### config.mk
export PLATFORM = sky130hd
export DESIGN_NAME = alu_exec_ctrl
export DESIGN_NICKNAME = d
export VERILOG_FILES = /design/src/rtl/alu_exec_ctrl.sv
export SDC_FILE = /design/constraint.sdc
export NUM_CORES = 1
export LEC_CHECK = 0
export CAP_MARGIN = 15
export CORE_ASPECT_RATIO = 1.2
export CORE_MARGIN = 2
export CORE_UTILIZATION = 55
export CTS_BUF_LIST = sky130_fd_sc_hd__clkbuf_4 sky130_fd_sc_hd__clkbuf_8
export DETAILED_ROUTE_END_ITERATION = 8
export PLACE_DENSITY_LB_ADDON = 0.12
export SETUP_SLACK_MARGIN = 0.05
export SLEW_MARGIN = 40
export SYNTH_ARGS = -nofsm -noshare
export SYNTH_HDL_FRONTEND = slang
export SYNTH_SLANG_ARGS = --single-unit
### constraint.sdc
create_clock -name clk -period 4.49 [get_ports clk]
set_input_delay 1.347 -clock clk [delete_from_list [all_inputs] [get_ports clk]]
set_output_delay 1.347 -clock clk [all_outputs]
set_load 0.01 [all_outputs]
### src/rtl/alu_exec_ctrl.sv
// -----------------------------------------------------------------------------
// alu_exec_ctrl
//   EX-stage ALU control decoder plus a HI/LO multiply/divide unit.
//   - alu_ctrl decodes alu_op/funct into a 4-bit ALU operation code.
//   - MULTU runs an unsigned shift-add multiplier, one bit per cycle.
//   - DIVU runs an unsigned restoring divider, one bit per cycle.
//   - MFHI/MFLO read HI/LO on hilo_rd; MTHI/MTLO write them.
//   - HI/LO instructions stall while the unit is busy; other ops proceed.
//
// Parameters:
//   WIDTH     datapath width, any even value 8..64 (default 32)
//
// Ports:
//   clk       rising-edge clock
//   rst_n     asynchronous active-low reset
//   valid_in  EX-stage instruction valid
//   alu_op    main-control ALU opcode class
//   funct     R-type function field
//   rs_val    first operand
//   rt_val    second operand
//   alu_ctrl  ALU operation code (combinational)
//   hilo_rd   HI or LO read data for MFHI/MFLO (combinational)
//   hi, lo    architectural HI/LO registers
//   stall     freeze upstream pipeline (combinational)
//   md_done   one-cycle pulse after multiply/divide results land
//
// Configuration macro:
//   ALU_EXEC_DIV_EN  when defined, the divider and DIV state are built;
//                    otherwise DIVU is a no-op.
// -----------------------------------------------------------------------------
module alu_exec_ctrl #(
  parameter int WIDTH = 32
) (
  input  logic             clk,
  input  logic             rst_n,
  input  logic             valid_in,
  input  logic [1:0]       alu_op,
  input  logic [5:0]       funct,
  input  logic [WIDTH-1:0] rs_val,
  input  logic [WIDTH-1:0] rt_val,
  output logic [3:0]       alu_ctrl,
  output logic [WIDTH-1:0] hilo_rd,
  output logic [WIDTH-1:0] hi,
  output logic [WIDTH-1:0] lo,
  output logic             stall,
  output logic             md_done
);

  localparam int CW = $clog2(WIDTH) + 1;
  localparam logic [CW-1:0] CNT_LAST = CW'(WIDTH - 1);
  localparam logic [CW-1:0] CNT_ONE  = CW'(1);

  localparam logic [5:0] F_MULTU = 6'b011001;
  localparam logic [5:0] F_DIVU  = 6'b011011;
  localparam logic [5:0] F_MFHI  = 6'b010000;
  localparam logic [5:0] F_MFLO  = 6'b010010;
  localparam logic [5:0] F_MTHI  = 6'b010001;
  localparam logic [5:0] F_MTLO  = 6'b010011;

`ifdef ALU_EXEC_DIV_EN
  typedef enum logic [1:0] {IDLE = 2'd0, MUL = 2'd1, DIV = 2'd2} state_t;
`else
  typedef enum logic [1:0] {IDLE = 2'd0, MUL = 2'd1} state_t;
`endif

  state_t state_r;
  state_t state_nxt_s;

  logic [CW-1:0]        cnt_r;
  logic [2*WIDTH-1:0]   prod_r;
  logic [WIDTH-1:0]     mcand_r;
  logic [WIDTH:0]       mul_sum_s;
  logic [2*WIDTH-1:0]   mul_nxt_s;
  logic                 iter_last_s;

  logic rtype_s;
  logic op_multu_s;
  logic op_mfhi_s;
  logic op_mflo_s;
  logic op_mthi_s;
  logic op_mtlo_s;
  logic hilo_op_s;

`ifdef ALU_EXEC_DIV_EN
  logic [WIDTH-1:0] rem_r;
  logic [WIDTH-1:0] quo_r;
  logic [WIDTH-1:0] dvs_r;
  logic [WIDTH:0]   div_shift_s;
  logic [WIDTH:0]   div_diff_s;
  logic [WIDTH-1:0] rem_nxt_s;
  logic [WIDTH-1:0] quo_nxt_s;
  logic             op_divu_s;
`endif

  // Instruction class decode for the HI/LO group.
  always_comb begin
    rtype_s    = valid_in && (alu_op == 2'b10);
    op_multu_s = rtype_s && (funct == F_MULTU);
    op_mfhi_s  = rtype_s && (funct == F_MFHI);
    op_mflo_s  = rtype_s && (funct == F_MFLO);
    op_mthi_s  = rtype_s && (funct == F_MTHI);
    op_mtlo_s  = rtype_s && (funct == F_MTLO);
`ifdef ALU_EXEC_DIV_EN
    op_divu_s  = rtype_s && (funct == F_DIVU);
    hilo_op_s  = op_multu_s | op_divu_s | op_mfhi_s | op_mflo_s | op_mthi_s | op_mtlo_s;
`else
    // DIVU is a no-op in this build, so it never needs to wait for the unit.
    hilo_op_s  = op_multu_s | op_mfhi_s | op_mflo_s | op_mthi_s | op_mtlo_s;
`endif
  end

  // ALU operation code from alu_op and funct.
  always_comb begin
    alu_ctrl = 4'b0010;
    case (alu_op)
      2'b00: alu_ctrl = 4'b0010;
      2'b01: alu_ctrl = 4'b0110;
      2'b10: begin
        case (funct)
          6'b100000, 6'b100001: alu_ctrl = 4'b0010;
          6'b100010, 6'b100011: alu_ctrl = 4'b0110;
          6'b100100:            alu_ctrl = 4'b0000;
          6'b100101:            alu_ctrl = 4'b0001;
          6'b100110:            alu_ctrl = 4'b0011;
          6'b100111:            alu_ctrl = 4'b1100;
          6'b101010:            alu_ctrl = 4'b0111;
          6'b101011:            alu_ctrl = 4'b1011;
          6'b000000:            alu_ctrl = 4'b1000;
          6'b000010:            alu_ctrl = 4'b1001;
          6'b000011:            alu_ctrl = 4'b1010;
          default:              alu_ctrl = 4'b0010;
        endcase
      end
      2'b11:   alu_ctrl = 4'b0010;
      default: alu_ctrl = 4'b0010;
    endcase
  end

  // MFHI/MFLO read port; reads whatever HI/LO currently hold.
  always_comb begin
    hilo_rd = {WIDTH{1'b0}};
    if (op_mfhi_s) begin
      hilo_rd = hi;
    end else if (op_mflo_s) begin
      hilo_rd = lo;
    end else begin
      hilo_rd = {WIDTH{1'b0}};
    end
  end

  // One multiply step: add multiplicand to the upper half when the current
  // multiplier bit is set, then shift the whole product right by one.
  always_comb begin
    mul_sum_s = {1'b0, prod_r[2*WIDTH-1:WIDTH]}
              + (prod_r[0] ? {1'b0, mcand_r} : {(WIDTH+1){1'b0}});
    mul_nxt_s = {mul_sum_s, prod_r[WIDTH-1:1]};
  end

`ifdef ALU_EXEC_DIV_EN
  // One restoring divide step. A zero divisor always "fits", which yields
  // an all-ones quotient and the dividend as remainder without special casing.
  always_comb begin
    div_shift_s = {rem_r, quo_r[WIDTH-1]};
    div_diff_s  = div_shift_s - {1'b0, dvs_r};
    if (!div_diff_s[WIDTH]) begin
      rem_nxt_s = div_diff_s[WIDTH-1:0];
      quo_nxt_s = {quo_r[WIDTH-2:0], 1'b1};
    end else begin
      rem_nxt_s = div_shift_s[WIDTH-1:0];
      quo_nxt_s = {quo_r[WIDTH-2:0], 1'b0};
    end
  end
`endif

  // Next-state and stall logic.
  always_comb begin
    state_nxt_s = state_r;
    stall       = 1'b0;
    iter_last_s = (cnt_r == CNT_LAST);
    case (state_r)
      IDLE: begin
        stall = 1'b0;
        if (op_multu_s) begin
          state_nxt_s = MUL;
`ifdef ALU_EXEC_DIV_EN
        end else if (op_divu_s) begin
          state_nxt_s = DIV;
`endif
        end else begin
          state_nxt_s = IDLE;
        end
      end
      MUL: begin
        stall = hilo_op_s;
        if (iter_last_s) begin
          state_nxt_s = IDLE;
        end else begin
          state_nxt_s = MUL;
        end
      end
`ifdef ALU_EXEC_DIV_EN
      DIV: begin
        stall = hilo_op_s;
        if (iter_last_s) begin
          state_nxt_s = IDLE;
        end else begin
          state_nxt_s = DIV;
        end
      end
`endif
      default: begin
        stall       = 1'b0;
        state_nxt_s = IDLE;
      end
    endcase
  end

  // FSM state register.
  always_ff @(posedge clk or negedge rst_n) begin
    if (!rst_n) begin
      state_r <= IDLE;
    end else begin
      state_r <= state_nxt_s;
    end
  end

  // Operand latching, iteration, HI/LO writes and completion pulse.
  always_ff @(posedge clk or negedge rst_n) begin
    if (!rst_n) begin
      hi      <= {WIDTH{1'b0}};
      lo      <= {WIDTH{1'b0}};
      md_done <= 1'b0;
      cnt_r   <= {CW{1'b0}};
      prod_r  <= {(2*WIDTH){1'b0}};
      mcand_r <= {WIDTH{1'b0}};
`ifdef ALU_EXEC_DIV_EN
      rem_r   <= {WIDTH{1'b0}};
      quo_r   <= {WIDTH{1'b0}};
      dvs_r   <= {WIDTH{1'b0}};
`endif
    end else begin
      md_done <= 1'b0;
      case (state_r)
        IDLE: begin
          cnt_r <= {CW{1'b0}};
          if (op_multu_s) begin
            prod_r  <= {{WIDTH{1'b0}}, rt_val};
            mcand_r <= rs_val;
`ifdef ALU_EXEC_DIV_EN
          end else if (op_divu_s) begin
            rem_r <= {WIDTH{1'b0}};
            quo_r <= rs_val;
            dvs_r <= rt_val;
`endif
          end else if (op_mthi_s) begin
            hi <= rs_val;
          end else if (op_mtlo_s) begin
            lo <= rs_val;
          end
        end
        MUL: begin
          prod_r <= mul_nxt_s;
          if (iter_last_s) begin
            hi      <= mul_nxt_s[2*WIDTH-1:WIDTH];
            lo      <= mul_nxt_s[WIDTH-1:0];
            md_done <= 1'b1;
            cnt_r   <= {CW{1'b0}};
          end else begin
            cnt_r <= cnt_r + CNT_ONE;
          end
        end
`ifdef ALU_EXEC_DIV_EN
        DIV: begin
          rem_r <= rem_nxt_s;
          quo_r <= quo_nxt_s;
          if (iter_last_s) begin
            hi      <= rem_nxt_s;
            lo      <= quo_nxt_s;
            md_done <= 1'b1;
            cnt_r   <= {CW{1'b0}};
          end else begin
            cnt_r <= cnt_r + CNT_ONE;
          end
        end
`endif
        default: begin
          cnt_r <= {CW{1'b0}};
        end
      endcase
    end
  end

endmodule

Word level (Yosys, flattened, before mapping)
Memories as Yosys holds them, arrays and structs flattened.
Cells that the tools add are included.
{"block": "word_totals", "wordCells": 67, "mem_bits_ro": 256, "n_memories": 1, "ff_bits": 169, "inputBits": 75, "output_inout_bits": 102}
{"block": "op_classes", "n_addsub": 2, "eq_ne": 16, "n_bitwise": 4, "mux": 23, "n_reduce_logical": 14}
{"name": "(no name shown)", "words": 64, "width": 4, "read_ports": 1, "rd_ports_with_merged_regs": 0, "wr": 0, "line_no": "119", "source": "case (funct)"}
{"cell": "32-bit 2-to-1 mux", "count": 10}
{"cell": "32-bit one-hot mux with 2 select lines", "count": 2}
{"cell": "64-bit one-hot mux with 2 select lines", "count": 1}
{"cell": "64-bit 2-to-1 mux", "count": 1}
{"cell": "6-bit by 5-bit equality test with 1-bit output (second input constant)", "count": 6}
{"cell": "32-bit by 32-bit adder with 33-bit output", "count": 1}
{"cell": "6-bit 2-to-1 mux", "count": 2}
{"cell": "2-bit != test (second input constant)", "count": 6}
{"cell": "4-bit one-hot mux with 3 select lines", "count": 1}
{"cell": "6-bit by 1-bit adder with 6-bit output (second input constant)", "count": 1}
{"cell": "1-bit logical AND", "count": 6}
{"cell": "1-bit 2-to-1 mux", "count": 5}
{"cell": "5-bit AND reduction", "count": 1}
{"cell": "2-bit by 1-bit equality test with 1-bit output (second input constant)", "count": 2}
{"cell": "2-bit equality test (second input constant)", "count": 2}
{"cell": "2-bit zero test", "count": 2}
{"cell": "1-bit OR", "count": 4}
{"cell": "2-bit one-hot mux with 2 select lines", "count": 1}
{"cell": "2-bit AND reduction", "count": 2}
{"cell": "4-bit AND reduction", "count": 1}
{"cell": "2-bit nonzero test", "count": 1}
{"cell": "2-bit OR reduction", "count": 1}

Depth between registers and ports, before layout
{"block": "depth", "ltp_word": 8, "ltp_mapped": 11, "depth_no_buf": 10}

Worst setup path before layout
No wires, ideal clock.
{"block": "synth_path", "path_type": "input to output", "start": "input alu_op[0]", "end": "output hilo_rd[10]", "required_time_ns": 3.143, "slack_ns": 0.454, "t_arrival_ns": 2.689, "n_path_buf": 1, "cell_stages": 7, "cell_sequence": "inv_1 > ha_1 > nand3_1 > nand2b_1 > nor3b_1 > buf_2 > a22o_1"}
{"block": "synth_between", "elab_chain_cells": 5, "word_cells_on_any_way": 6, "cone_classes": "eq/ne (1); mux (2); reduce/logical (3)"}
{"element": "start, declared", "line_no": "37", "source": "input logic [1:0] alu_op,"}
{"element": "2-bit equality test *", "line_no": "97", "source": "rtype_s = valid_in && (alu_op == 2'b10);"}
{"element": "1-bit logical AND *", "line_no": "97"}
{"element": "1-bit logical AND", "line_no": "100", "source": "op_mflo_s = rtype_s && (funct == F_MFLO);"}
{"element": "32-bit 2-to-1 mux", "line_no": "144", "source": "end else if (op_mflo_s) begin"}
{"element": "32-bit 2-to-1 mux *", "line_no": "142", "source": "if (op_mfhi_s) begin"}
{"element": "end, declared", "line_no": "42", "source": "output logic [WIDTH-1:0] hilo_rd,"}
Every way passes the cells marked *; elsewhere a longest branch is shown, timed or not.

Final worst setup path
{"block": "layout_path", "start": "input valid_in", "end": "output hilo_rd[24]"}
{"block": "layout_between", "elab_chain_cells": 4, "word_cells_on_any_way": 5, "cone_classes": "mux (2); reduce/logical (3)"}
{"element": "start, declared", "line_no": "36", "source": "input logic valid_in,"}
{"element": "1-bit logical AND *", "line_no": "97"}
{"element": "1-bit logical AND", "line_no": "100"}
{"element": "32-bit 2-to-1 mux", "line_no": "144"}
{"element": "32-bit 2-to-1 mux *", "line_no": "142"}
Marks and branches as above.

==> results.sh <==
export IMPL_holdCritPathClass="reg2reg"
export IMPL_synth_common_cells="196 x nand2_1, 168 x dfrtp_1, 61 x o21ai_0"
export IMPL_synth_top_flop_cell="dfrtp_1"
export IMPL_antenna_found_initial=0
export IMPL_leakagePower_uw=0.00552
export IMPL_setup_viol=0
export IMPL_core_um2=16900
export IMPL_clk_latency_ns=0.46
export IMPL_grt_setup_unrepaired="no"
export IMPL_ir_drop_mv=0.317
export IMPL_slew_headroom_pct=53.8
export IMPL_fin_skew_ns=0.0124
export IMPL_path_delay_family="buffers and inverters"
export IMPL_synth_most_common_cell="nand2_1"
export IMPL_vias=8395
export IMPL_start_util_pct=56.2
export IMPL_syn_nets=1130
export IMPL_fp_dieArea_um2=18300
export IMPL_grt_pass1_vias=8392
export IMPL_rows=52
export IMPL_critPathMaxStageDelay_ns=0.48
export IMPL_worstPathRequired_ns=3.14
export IMPL_synth_edff_count=0
export IMPL_ios=177
export IMPL_cts_made_buffers=17
export IMPL_min_period_over_period_pct=96.3
export IMPL_cp_slowest_cell="clkdlybuf4s50_1"
export IMPL_clock_sinks=168
export IMPL_placedCellCount=1383
export IMPL_ant_nets=0
export IMPL_netlist_area_um2=9470
export IMPL_post_synth_num_cell_types=67
export IMPL_grt_first_pass_wirelength_um=42400
export IMPL_timing_fmax_ghz=0.231
export IMPL_drive_gt1_share_pct=14.4
export IMPL_wirelength_um=26100
export IMPL_worstMarginPinSlew_ns=0.688
export IMPL_fin_crit_ns=4.32
export IMPL_ys_seq_area_share_pct=44.4
export IMPL_wl_per_cell_um=18.3
export IMPL_status="complete, no violations"
export IMPL_crit_buf_inv=6
export IMPL_yosysWarnings=0
export IMPL_grt_use_total_pct=29.6
export IMPL_diodes=0
export IMPL_die_y_um=148
export IMPL_overflow=0
export IMPL_viasPerCell=5.88
export IMPL_h_tree_depth=4
export IMPL_synth_top_area_share_pct=44.4
export IMPL_reg2regPathDepth=10
export IMPL_final_util_pct=71.3
export IMPL_dpl_hpwl_um=18500
export IMPL_crit_type="in2out"
export IMPL_syn_inst=1014
export IMPL_drc=0
export IMPL_end_kind="output port"
export IMPL_firstDrtPassIters=5
export IMPL_finalNonFillerCells=1427
export IMPL_drv_slew=0
export IMPL_fillers=1348
export IMPL_drt_iter0_markers=573
export IMPL_cts_buffer_depth=2
export IMPL_critical_path_depth=10
export IMPL_path_cells="clkdlybuf4s50_1 > nand3_2 > nand2b_4 > nor3b_4 > buf_6 > buf_6 > buf_4 > buf_4 > a22o_1 > buf_2"
export IMPL_layout_nets=1314
export IMPL_cts_tree="yes"
export IMPL_numPortBuffers=176
export IMPL_syn_avg_cell_area_um2=9.34
export IMPL_arrival_ns=2.98
export IMPL_start_kind="input pin"
export IMPL_ys_top_cells_by_area="dfrtp_1 44%, nand2_1 7.8%, ha_1 5.3%, a22o_1 4.3%, mux2_2 3.8%"
export IMPL_grt_max_degree=79
export IMPL_powerDensity_nw_per_um2=512
export IMPL_synth_seq_cells=168
export IMPL_synthArstFlopShare_pct=100
export IMPL_root_buffer="clkbuf_8"
export IMPL_cap_violations=0
export IMPL_area_growth_pct=26.9
export IMPL_yosys_area_top_type="dfrtp_1"
export IMPL_place_gp_congestion=0.927
export IMPL_die_w_um=124
export IMPL_cts_clk_slew_worst_paths_ns=0.08
export IMPL_hold_viol_final=0
export IMPL_crit_fanout=3
export IMPL_holdPathStages=1
## timing repair
item,4_1_cts,5_1_grt
cloned,3,0
pin swaps,2,3
buffers inserted,9,0
setup endpoints to repair,37,33
hold buffers,0,0
resized for setup,98,39
## path summary, 6_finish.rpt
path,from,to,slack [ns]
worst min-delay path,cnt_r[0],cnt_r[0],0.46
min in group asynchronous,rst_n,lo[0],0.82
worst max-delay path,valid_in,hilo_rd[24],0.17
max in group asynchronous,rst_n,mcand_r[6],2.80
worst max register to register,prod_r[0],hi[19],1.16
worst min register to register,cnt_r[0],cnt_r[0],0.46
## kinds of logic (layout without fill, tap and decap cells)
kind of cell             count (synthesis)  count (layout)  share of synthesized area [%]
AO/OA/AOI/OAI                          305             305                           22.3
XOR/XNOR                                31              31                           2.87
adder cells (fa/ha/maj)                 41              41                           5.49
buffers and inverters                   77             274                           3.43
flip-flops                             168             168                           44.4
multiplexers                            46              46                           5.28
AND/OR/NAND/NOR                        346             346                           16.3
## metal layers
layer / global-route usage, % / up-vias / wire length, µm
li1: - / 4012 / -
met1: 39.1 / 4112 / 11100
met2: 49.3 / 236 / 13000
met3: 5.21 / 35 / 1380
met4: 9.60 / 0 / 547
met5: 0 / - / 0
## sequential cells by signal, indices dropped and copies added (netlist names)
name,cells
prod_r,64
hi,32
lo,32
mcand_r,32
cnt_r,6
md_done,1
state_r,1
## area by class of cell
type | count | area, µm² | area share, %
multi-input cells | 769 | 5030 | 41.9
repair buffers | 224 | 2040 | 17.0
clock inverters | 13 | 143 | 1.19
flip-flops and latches | 168 | 4210 | 35.0
clock buffers | 19 | 255 | 2.12
well taps | 216 | 270 | 2.25
inverters | 18 | 67.6 | 0.562
## cell usage in the layout, fill, tap and decap left out, types with 5 or more instances in the layout
cell               n
nand4_1            7
o21ai_1            8
xor2_1            13
buf_2              9
dfrtp_1          166
inv_1             16
nand3_1           11
clkbuf_8          18
clkbuf_2          20
dlygate4sd2_1     11
and3_1             9
mux2_2            32
and2_1            35
nor2_1            47
a21oi_1           52
ha_1              37
xnor2_1           18
a22o_1            46
a22oi_1           33
clkdlybuf4s50_1  130
buf_4             37
buf_6              8
nor3_1            11
a21oi_2            5
o21ai_0           61
a21o_1            13
inv_6              5
dlymetal6s2s_1     5
mux2i_1           14
nor2b_1            9
a21boi_0          15
a31oi_1           22
a221o_1            7
nand2_1          196
## power breakdown
part	switching, µW	total [µW]	internal [µW]
clock	573	1090	522
combinational	1590	2750	1160
sequential	348	2300	1960
## per-stage QoR
step | cell area (µm²) | power (µW) | worst slack [ns] | hold slack [ns] | TNS [ns]
finish | 12000 | 6150 | 0.168 | 0.463 | 0
CTS | 12100 | 6140 | 0.00358 | 0.464 | 0
global placement | 11600 | 4960 | -0.362 | 0.448 | -11.09
global route | 12000 | 6610 | 0.0449 | 0.486 | 0
floorplan | 9470 | 4280 | 0.454 | 0.433 | 0
detailed placement | 11600 | 5030 | -0.379 | 0.453 | -11.69
Note: power is estimated with default switching activity, not from simulation.
